$ cat src/rtl/pc_seq_pkg.sv
// rtl/pc_seq_pkg.sv - shared state encoding and defaults for the PC / fetch sequencer
package pc_seq_pkg;

    localparam int          PC_SEQ_INSTR_W  = 16;
    localparam logic [15:0] PC_SEQ_RESET_PC = 16'h3000;

    typedef enum logic [2:0] {
        BOOT,
        FETCH,
        WAIT,
        HOLD,
        DROP
    } state_t;

endpackage

$ cat src/rtl/pc_sequencer_if.sv
// rtl/pc_sequencer_if.sv - redirect, instruction-memory and decoder handshake bundle
interface pc_sequencer_if #(
    parameter int ADDR_W  = 16,
    parameter int INSTR_W = 16
);
    logic               pc_ctl_0_in;
    logic               pc_ctl_1_in;
    logic [ADDR_W-1:0]  target_in;
    logic               imem_req_out;
    logic [ADDR_W-1:0]  imem_addr_out;
    logic               imem_ready_in;
    logic               imem_valid_in;
    logic [INSTR_W-1:0] imem_data_in;
    logic               instr_valid_out;
    logic [INSTR_W-1:0] instr_out;
    logic [ADDR_W-1:0]  instr_pc_out;
    logic               instr_ready_in;
    logic               flush_out;

    modport master (
        input  pc_ctl_0_in, pc_ctl_1_in, target_in,
        input  imem_ready_in, imem_valid_in, imem_data_in,
        input  instr_ready_in,
        output imem_req_out, imem_addr_out,
        output instr_valid_out, instr_out, instr_pc_out,
        output flush_out
    );

    modport slave (
        output pc_ctl_0_in, pc_ctl_1_in, target_in,
        output imem_ready_in, imem_valid_in, imem_data_in,
        output instr_ready_in,
        input  imem_req_out, imem_addr_out,
        input  instr_valid_out, instr_out, instr_pc_out,
        input  flush_out
    );
endinterface

$ cat src/rtl/pc_sequencer.sv
// rtl/pc_sequencer.sv - PC register and one-outstanding instruction-fetch sequencer
module pc_sequencer
    import pc_seq_pkg::*;
#(
    parameter int                ADDR_W   = 16,
    parameter int                INSTR_W  = PC_SEQ_INSTR_W,
    parameter logic [ADDR_W-1:0] RESET_PC = ADDR_W'(PC_SEQ_RESET_PC)
) (
    input  logic            clka,
    input  logic            reset_n_in,
    pc_sequencer_if.master  bus
);

    state_t             state;
    logic [ADDR_W-1:0]  pc;
    logic [ADDR_W-1:0]  instr_pc;
    logic [INSTR_W-1:0] instr;
    logic               instr_valid;
    logic               req;
    logic               flush;
    logic               redirect;

    assign redirect = bus.pc_ctl_0_in | bus.pc_ctl_1_in;

    // req and instr_valid are registered alongside the state so they track FETCH / HOLD exactly
    always_ff @(posedge clka or negedge reset_n_in) begin
        if (!reset_n_in) begin
            state       <= BOOT;
            pc          <= RESET_PC;
            instr       <= '0;
            instr_pc    <= '0;
            instr_valid <= 1'b0;
            req         <= 1'b0;
            flush       <= 1'b0;
        end else begin
            flush <= redirect;
            if (redirect) begin
                pc <= bus.target_in;
            end
            case (state)
                BOOT: begin
                    state <= FETCH;
                    req   <= 1'b1;
                end
                FETCH: begin
                    if (bus.imem_ready_in) begin
                        state <= redirect ? DROP : WAIT;
                        req   <= 1'b0;
                    end
                end
                WAIT: begin
                    if (redirect) begin
                        state <= bus.imem_valid_in ? FETCH : DROP;
                        req   <= bus.imem_valid_in;
                    end else if (bus.imem_valid_in) begin
                        instr       <= bus.imem_data_in;
                        instr_pc    <= pc;
                        pc          <= pc + 1'b1;
                        instr_valid <= 1'b1;
                        state       <= HOLD;
                    end
                end
                HOLD: begin
                    if (redirect || bus.instr_ready_in) begin
                        state       <= FETCH;
                        instr_valid <= 1'b0;
                        req         <= 1'b1;
                    end
                end
                DROP: begin
                    if (bus.imem_valid_in) begin
                        state <= FETCH;
                        req   <= 1'b1;
                    end
                end
                default: begin
                    state       <= BOOT;
                    req         <= 1'b0;
                    instr_valid <= 1'b0;
                end
            endcase
        end
    end

    // Address is gated so every output reads low while booting
    assign bus.imem_req_out    = req;
    assign bus.imem_addr_out   = req ? pc : '0;
    assign bus.instr_valid_out = instr_valid;
    assign bus.instr_out       = instr;
    assign bus.instr_pc_out    = instr_pc;
    assign bus.flush_out       = flush;

endmodule

$ cat src/flat_wrapper.sv
// flat-port wrapper written by rule: the top's interface ports become plain ports
module pc_sequencer_flat import pc_seq_pkg::*;
#(
    parameter int                ADDR_W   = 16,
    parameter int                INSTR_W  = PC_SEQ_INSTR_W,
    parameter logic [ADDR_W-1:0] RESET_PC = ADDR_W'(PC_SEQ_RESET_PC)
)
  (clka, reset_n_in, bus_pc_ctl_0_in, bus_pc_ctl_1_in, bus_target_in, bus_imem_ready_in, bus_imem_valid_in, bus_imem_data_in, bus_instr_ready_in, bus_imem_req_out, bus_imem_addr_out, bus_instr_valid_out, bus_instr_out, bus_instr_pc_out, bus_flush_out);
  pc_sequencer_if #(.ADDR_W(ADDR_W), .INSTR_W(INSTR_W)) bus_i ();
  input  logic clka;
  input  logic reset_n_in;
  input wire logic [$bits(bus_i.pc_ctl_0_in)-1:0] bus_pc_ctl_0_in;
  input wire logic [$bits(bus_i.pc_ctl_1_in)-1:0] bus_pc_ctl_1_in;
  input wire logic [$bits(bus_i.target_in)-1:0] bus_target_in;
  input wire logic [$bits(bus_i.imem_ready_in)-1:0] bus_imem_ready_in;
  input wire logic [$bits(bus_i.imem_valid_in)-1:0] bus_imem_valid_in;
  input wire logic [$bits(bus_i.imem_data_in)-1:0] bus_imem_data_in;
  input wire logic [$bits(bus_i.instr_ready_in)-1:0] bus_instr_ready_in;
  output wire logic [$bits(bus_i.imem_req_out)-1:0] bus_imem_req_out;
  output wire logic [$bits(bus_i.imem_addr_out)-1:0] bus_imem_addr_out;
  output wire logic [$bits(bus_i.instr_valid_out)-1:0] bus_instr_valid_out;
  output wire logic [$bits(bus_i.instr_out)-1:0] bus_instr_out;
  output wire logic [$bits(bus_i.instr_pc_out)-1:0] bus_instr_pc_out;
  output wire logic [$bits(bus_i.flush_out)-1:0] bus_flush_out;
  assign bus_i.pc_ctl_0_in = bus_pc_ctl_0_in;
  assign bus_i.pc_ctl_1_in = bus_pc_ctl_1_in;
  assign bus_i.target_in = bus_target_in;
  assign bus_i.imem_ready_in = bus_imem_ready_in;
  assign bus_i.imem_valid_in = bus_imem_valid_in;
  assign bus_i.imem_data_in = bus_imem_data_in;
  assign bus_i.instr_ready_in = bus_instr_ready_in;
  assign bus_imem_req_out = bus_i.imem_req_out;
  assign bus_imem_addr_out = bus_i.imem_addr_out;
  assign bus_instr_valid_out = bus_i.instr_valid_out;
  assign bus_instr_out = bus_i.instr_out;
  assign bus_instr_pc_out = bus_i.instr_pc_out;
  assign bus_flush_out = bus_i.flush_out;
  pc_sequencer #(.ADDR_W(ADDR_W), .INSTR_W(INSTR_W), .RESET_PC(RESET_PC)) u_core (.clka(clka), .reset_n_in(reset_n_in), .bus(bus_i));
endmodule
$ cat config.mk
export PLATFORM = sky130hd
export DESIGN_NAME = pc_sequencer_flat
export DESIGN_NICKNAME = d
export VERILOG_FILES = /design/src/rtl/pc_seq_pkg.sv /design/src/rtl/pc_sequencer_if.sv /design/src/rtl/pc_sequencer.sv /design/src/flat_wrapper.sv
export SDC_FILE = /design/constraint.sdc
export NUM_CORES = 1
export LEC_CHECK = 0
export ABC_AREA = 1
export CORE_UTILIZATION = 42
export DETAILED_ROUTE_END_ITERATION = 8
export GPL_ROUTABILITY_DRIVEN = 0
export HOLD_SLACK_MARGIN = 0.06
export PLACE_DENSITY_LB_ADDON = 0.1
export SLEW_MARGIN = 40
export SYNTH_ARGS = -nofsm -noshare
export SYNTH_HDL_FRONTEND = slang
export SYNTH_SLANG_ARGS = --single-unit
$ cat constraint.sdc
create_clock -name clka -period 1.2 [get_ports clka]
set_input_delay 0.24 -clock clka [delete_from_list [all_inputs] [get_ports clka]]
set_output_delay 0.24 -clock clka [all_outputs]
set_load 0.01 [all_outputs]
; Yosys cells after proc, flatten, opt, wreduce, memory -nomap -nowiden
; Index checks and enable logic that the tools add are counted.
[classes]
n_addsub = 1
mul = 0
n_div = 0
n_lt_le_gt_ge = 0
eq_ne = 11
shifts = 0
n_mux = 21
n_bitwise = 3
n_reduce_logical = 7
[ops]
columns = operator, count
row1 = $mux 16, 5
row2 = $mux 3, 7
row3 = $add 16x1->16 const B, 1
row4 = $pmux 3 s5, 1
row5 = $reduce_and 4->1, 3
row6 = $ne 2x2->1 const B, 4
row7 = $eq 3x2->1 const B, 2
row8 = $mux 1, 6
row9 = $pmux 1 s5, 1
row10 = $ne 2x1->1 const B, 2
row11 = $eq 3x1->1 const B, 1
row12 = $eq 3x3->1 const B, 1
row13 = $logic_not 3->1, 1
row14 = $ne 3x2->1 const B, 1
row15 = $pmux 1 s3, 1
row16 = $reduce_and 3->1, 1
row17 = $reduce_or 3->1, 1
row18 = $not 1->1, 2
row19 = $logic_or 1x1->1, 1
row20 = $or 1x1->1, 1
[word_totals]
regBits = 54
latchBits = 0
ramBits = 0
mem_bits_ro = 0
in_bits = 39
out_inout_bits = 51
wordCells = 50
mem_count = 0

; Longest topological paths before layout
; Gate-level depths: netlist of the first run.
[logic_depth]
word_depth = 5
mapped_depth = 9
mapped_depth_nobuf = 9

; Least setup slack after synthesis of the first run
; OpenSTA, ideal clock, no wires.
[synth_path]
path_kind = reg-to-output
from = register u_core.req, in the netlist u_core.bus.imem_req_out
to = output port bus_imem_addr_out[10]
t_arrival_ns = 1.060
t_required_ns = 0.960
path_slack_ns = -0.100
stages_incl_launch_ff = 5
path_buffers = 2
path_cell_list = dfrtp_1 > clkbuf_1 > clkbuf_1 > nand2_1 > inv_1
[synth_via]
elab_chain_len = 1
[synth_rtl]
columns = element, line
row1 = start: declaration, pc_sequencer.sv:19  ; logic req;
row2 = start signal: assignment, pc_sequencer.sv:54  ; req <= bus.imem_valid_in;
row3 = $mux 16, pc_sequencer.sv:87  ; assign bus.imem_addr_out = req ? pc : '0;
row4 = end: declaration, flat_wrapper.sv:20  ; output wire logic [$bits(bus_i.imem_addr_out)-1:0] bus_imem_addr_out;
; Every way passes these cells.

; Worst setup path in the final report of the first run
[layout_path]
from = register u_core.state[0]
to = register u_core.req, in the netlist u_core.bus.imem_req_out
[layout_via]
elab_chain_len = 3
word_cells_on_any_way = 11
cone_classes = 8 x eq/ne / 1 x mux / 2 x reduce/logical
[layout_rtl]
columns = element, line
row1 = start: declaration, pc_sequencer.sv:14  ; state_t state;
row2 = start signal: assignment, pc_sequencer.sv:47  ; state <= redirect ? DROP : WAIT;
row3 = start signal: assignment, pc_sequencer.sv:53  ; state <= bus.imem_valid_in ? FETCH : DROP;
row4 = "$eq 3x2->1, or another cell as far along", pc_sequencer.sv:40  ; case (state)
row5 = $ne 2x1->1 (no source line) / $ne 2x2->1 (equally long branches), --
row6 = $reduce_and 4->1 (no source line), --
; Several ways; a longest one is shown, not always the timed one.
; A chain may end at the register's enable or synchronous reset.

==> metrics.txt, run 1 <==
die area 0.00696 sq mm; H-tree levels 2; Final setup viols 71; largest net degree at the start of global routing 55; vias in the first global route 3,449; Clock Skews 0.0108 ns; area of the multi-input gates 0.00189 sq mm; share of the clock period used by the worst path 136%; GR peak layer met2; Sink Count 54; Worst Tran Pin Value 0.387 ns; Non-Filler Instances 640; HP Class in -> async; post-route minimum period 1.63 ns; Total Routing Usage GR 32.3%; Final nets 602; grt total ovfl 0; Diodes inserted 0; clock root buffer master clkbuf_8; Max Slew Vio Count 0; RSZ-0062 raised after global routing true; final hold vios 0; Core Rows 29; register area share after synthesis 48.6%; failing checks setup timing; WL/cell 19.6 microns; Die X 83.4 microns; Seq. cell area 0.00136 sq mm; DRC 0; via density per instance 5.67; R2R Setup Slk -0.43 ns; initial antenna violation count 0; total CTS buffers 5; met1 Use GR 37.5%; Area growth syn-to-layout 101%; WP data required 1.43 ns; Pwr Total 9.99 mW; Cells after Synth 377; Max VDD drop 0.00152 V; Inst Count DP 574; Core ar. 0.00639 sq mm; first-pass GRT wire length 17,400 microns; startpoint type of the worst setup path flop; Synth cell types 29; Rel. slew slack 74.0%; Total Routed Length 12,500 microns; status finished with violations; critical path class reg -> reg; Clock Tree Buf Depth 2; Initial Utilization 43.6%; Power Density 1790 mW/mm^2; Leakage 2.94 nW; Post-Synthesis Cell Area 0.00278 sq mm; CTS tree yes; layout cells sized above 1 58.6%; warnings from Yosys 0; Clock transition at path regs 0.10 ns; vias post-DR 3,627; Port Buffer Count 89; final setup margin -0.428 ns; Final ANT Viol Nets 0; CP arrival 1.86 ns; GR Util met3 7.26%; fill count 303; Post-DP HPWL 5140 microns; Max-cap violations 0; CP max FO 5; met2 Track Usage GR 55.8%; Seq cells post-synth 54; Syn Nets 417; syn_area_per_cell 7.38 sq um; Fmax 614 MHz; die extent in y 83.4 microns; DRT Pass-1 Iters 7; setup TNS -20.08 ns; crit end category flop; Final Core Density 87.5%; total I/O pin count 90; later-pin clock latency in the skew report 0.33 ns; Detailed Route Iter0 Violations 277
## cells in the mapped netlist (all sizes together)
cell / count / area (sq um)
nor3: 8 / 45.0
clkinv: 1 / 5.00
ha: 1 / 12.5
o21ai: 31 / 159
dfstp: 2 / 52.6
nand4: 2 / 12.5
nor2: 22 / 90.1
clkbuf: 5 / 18.8
buf: 8 / 73.8
nand2: 152 / 576
or2: 3 / 18.8
a21oi: 5 / 25.0
a21o: 1 / 7.51
o21a: 1 / 7.51
dfrtp: 52 / 1300
o211ai: 1 / 7.51
a22oi: 1 / 12.5
inv: 51 / 191
o21bai: 2 / 15.0
nand3: 28 / 153
## final timing paths
path	startpoint	to	cells after the start
worst max-delay path	u_core.state[0]	u_core.bus.imem_req_out	10
worst min-delay path	reset_n_in	u_core.bus.imem_req_out	3
worst max register to register	u_core.state[0]	u_core.bus.imem_req_out	10
worst min register to register	u_core.bus.instr_out[3]	u_core.bus.instr_out[3]	2
max in group asynchronous	reset_n_in	u_core.pc[12]	3
min in group clka	bus_imem_data_in[3]	u_core.bus.instr_out[3]	3
## sequential cells by signal (all words and copies together), names as in the netlist
| name | flops |
|---|---|
| u_core.bus.instr_pc_out | 16 |
| u_core.bus.flush_out | 1 |
| u_core.state | 3 |
| u_core.bus.instr_valid_out | 1 |
| u_core.bus.instr_out | 16 |
| u_core.pc | 16 |
| u_core.bus.imem_req_out | 1 |
## per-layer routing
metal	share of wire, %	vias up
met5	0	-
met4	6.1	0
met3	8.9	81
met2	50	270
met1	35	1735
li1	-	1541
## logic make-up (layout without fill, tap and decap cells)
| kind of cell | count (synthesis) | in the layout | share of synthesized area (%) |
|---|---|---|---|
| simple gates | 215 | 215 | 32.1 |
| flops | 54 | 54 | 48.6 |
| fa+ha+maj | 1 | 1 | 0.449 |
| buf+inv | 65 | 251 | 10.4 |
| compound gates | 42 | 42 | 8.40 |
## report_power, final
group | internal (mW) | total [mW] | switching [mW]
Sequential | 2.44 | 2.93 | 0.491
Clock | 0.890 | 1.54 | 0.651
Combinational | 2.80 | 5.52 | 2.72
Total | 6.13 | 9.99 | 3.86
## critical path, stage by stage, from the launching register on
cell and delay [ns]:
dfrtp_1 0.43, inv_2 0.11, nand3_4 0.13, buf_4 0.17, buf_6 0.11, nor2_4 0.11, buf_4 0.13, a21oi_2 0.03
nand2_1 0.10, nand2_1 0.06, o21ai_1 0.13
## stage by stage
step	instance area [sq um]	worst slack (ns)	hold slack [ns]
after global placement	4070	-0.402	0.258
final	5590	-0.428	0.427
after global routing	5590	-0.498	0.463
after floorplan	2800	-0.0440	-0.0556
after CTS	5280	-0.281	0.452
after detailed placement	4070	-0.375	0.255
## cell usage in the layout, fill, tap and decap left out, types with 10 or more instances in the layout
master / instances
nand3_1: 12
clkdlybuf4s50_1: 37
inv_1: 31
nand2_4: 38
buf_12: 10
buf_6: 39
dfrtp_1: 47
clkbuf_2: 20
nand2_1: 69
o21ai_1: 11
o21ai_2: 16
nand2_2: 43
buf_4: 58
buf_2: 15
inv_2: 16
## final cells by class
type	count	share of cell area, %
well taps	77	1.72
multi-input cells	258	33.9
clock buffers	6	1.48
repair buffers	191	33.4
clock inverters	2	1.08
flip-flops and latches	54	24.4
inverters	52	4.03
## repair_timing
action                     in CTS  in global routing
cloned                         11                  0
gates resized for setup       327                154
hold endpoints to repair       52                  0
hold buffers                    1                  0
setup buffers                  32                 22
setup endpoints to repair     102                104
pin swaps                      54                 39
No activity file was read; power rests on OpenSTA's default activity.
==> run 2: changes to the inputs <==
Settings changed: CTS_BUF_LIST set to sky130_fd_sc_hd__clkbuf_16.
==> metrics.txt, run 2 (synthesized netlist as in run 1, its figures left out) <==
die area 0.00696 sq mm (unchanged); WL/cell 18.5 microns (was 19.6 microns); HP Class in -> async (unchanged); Power Density 1750 mW/mm^2 (was 1790 mW/mm^2); crit-path cells buf_4, buf_6, nand2_2, inv_1, buf_2 (was inv_2, nand3_4, buf_4, buf_6, nor2_4, buf_4, a21oi_2, nand2_1, nand2_1, o21ai_1); met2 wire length 5720 microns (was 6220 microns); Detailed Route Iter0 Violations 217 (was 277); crit end category output port (was flop); WL met3 944 microns (was 1120 microns); total CTS buffers 5 (unchanged); Met1 Wirelength 4060 microns (was 4420 microns); total I/O pin count 90 (unchanged); Crit path max-delay family flip-flops (was buffers and inverters); Port Buffer Count 89 (unchanged); die extent in y 83.4 microns (unchanged); Leakage 2.75 nW (was 2.94 nW); DR top layer met4 (unchanged); vias in the first global route 3,407 (was 3,449); Total Routed Length 11,400 microns (was 12,500 microns); Core ar. 0.00639 sq mm (unchanged); first-pass GRT wire length 16,300 microns (was 17,400 microns); largest net degree at the start of global routing 55 (unchanged); status finished with violations (unchanged); grt total ovfl 0 (unchanged); Clock Tree Buf Depth 2 (unchanged); vias post-DR 3,424 (was 3,627); Non-Filler Instances 619 (was 640); via density per instance 5.53 (was 5.67); initial antenna violation count 0 (unchanged); later-pin clock latency in the skew report 0.30 ns (was 0.33 ns); CP arrival 1.23 ns (was 1.86 ns); Die X 83.4 microns (unchanged); CTS tree yes (unchanged); Worst Tran Pin Value 0.298 ns (was 0.387 ns); clock root buffer master clkbuf_16 (was clkbuf_8); Rel. slew slack 80.1% (was 74.0%); final hold vios 0 (unchanged); failing checks setup timing (unchanged); DRC 0 (unchanged); Worst path max stage delay 0.44 ns (was 0.43 ns); share of the clock period used by the worst path 122% (was 136%); Inst Count DP 574 (unchanged); WP data required 0.96 ns (was 1.43 ns); startpoint type of the worst setup path flop (unchanged); Final setup viols 71 (unchanged); Clock transition at path regs 0.07 ns (was 0.10 ns); Diodes inserted 0 (unchanged); Max VDD drop 0.00143 V (was 0.00152 V); Initial Utilization 43.6% (unchanged); H-tree levels 2 (unchanged); crit path max-delay cell type dfrtp_2 (was dfrtp_1); Final ANT Viol Nets 0 (unchanged); Clock Skews 0.00769 ns (was 0.0108 ns); Fmax 682 MHz (was 614 MHz); most common cell after layout, fill and taps aside nand2_1 (unchanged); RSZ-0062 raised after global routing true (unchanged); Sink Count 54 (unchanged); post-route cell area 0.00548 sq mm (was 0.00559 sq mm); Post-DP HPWL 5140 microns (unchanged); CP max FO 3 (was 5); critical path class reg -> out (was reg -> reg); DRT Pass-1 Iters 4 (was 7); placed cell area 0.00407 sq mm (unchanged); Core Rows 29 (unchanged); Area growth syn-to-layout 96.8% (was 101%); layout cells sized above 1 55.9% (was 58.6%); post-route minimum period 1.47 ns (was 1.63 ns); Total Routing Usage GR 29.9% (was 32.3%); most frequent cells in the layout 64 x nand2_1, 58 x nand2_2, 47 x dfrtp_1 (was 69 x nand2_1, 58 x buf_4, 47 x dfrtp_1); final setup margin -0.267 ns (was -0.428 ns); CP bufs+invs 4 (unchanged); Max Slew Vio Count 0 (unchanged); Final nets 581 (was 602); Max-cap violations 0 (unchanged)
run 2: through the flow:
step / setup TNS (ns) / utilization (%) / hold WS [ns] / power, mW / setup slack (ns)
after floorplan: -0.141 / - / -0.0556 / 4.25 / -0.0440
final: -12.45 / 85.8 / 0.461 / 9.57 / -0.267
after CTS: -10.65 / 80.0 / 0.484 / 8.64 / -0.241
after global routing: -16.00 / 85.8 / 0.492 / 10.0 / -0.315
after detailed placement: -21.27 / 63.7 / 0.255 / 6.35 / -0.375
after global placement: -20.57 / 63.7 / 0.258 / 6.28 / -0.402
run 2: path summary, 6_finish.rpt:
| kind | startpoint | to | slack [ns] | depth (start not counted) |
|---|---|---|---|---|
| worst min register to register | u_core.bus.instr_out[3] | u_core.bus.instr_out[3] | 0.49 | 2 |
| worst max-delay path | u_core.bus.imem_req_out | bus_imem_addr_out[3] | -0.27 | 5 |
| worst max register to register | u_core.state[0] | u_core.bus.instr_pc_out[11] | -0.25 | 9 |
| min in group clka | bus_imem_data_in[10] | u_core.bus.instr_out[10] | 0.47 | 3 |
| max in group asynchronous | reset_n_in | u_core.pc[12] | 0.44 | 3 |
| worst min-delay path | reset_n_in | u_core.pc[1] | 0.46 | 3 |
run 2: what timing repair did:
action                                  CTS  global route
pin swaps                                48            34
gates cloned                             11             0
endpoints found under the hold margin    52             0
setup buffers                            17            16
gates resized for setup                 294           153
endpoints found under the setup margin  103            82
hold buffers                              1             0
run 2: area by class of cell:
cell class                 instances  area (sq um)
clock buffer                       5           125
clock inverter                     3          63.8
fill                             327           907
inverter                          52           225
multi-input combinational        258          1890
sequential                        54          1360
tap                               77          96.3
timing repair buffer             170          1720
run 2: worst reg2reg max path, delay by kind of cell (launching register included):
family / cells / cell delay (ns)
AND/OR/NAND/NOR: 3 / 0.25
flip-flops: 1 / 0.40
AO/OA/AOI/OAI: 1 / 0.06
buffers and inverters: 5 / 0.61
run 2: report_power, final:
group          switching (mW)  total (mW)  internal [mW]
Clock                   0.696        1.89           1.19
Combinational            2.30        4.66           2.35
Sequential              0.576        3.02           2.45
run 2: metal layers:
layer | GRT usage [%] | vias up
met4 | 12.6 | 0
met3 | 6.96 | 70
met1 | 33.4 | 1651
li1 | - | 1500
met5 | 0 | -
met2 | 54.3 | 203
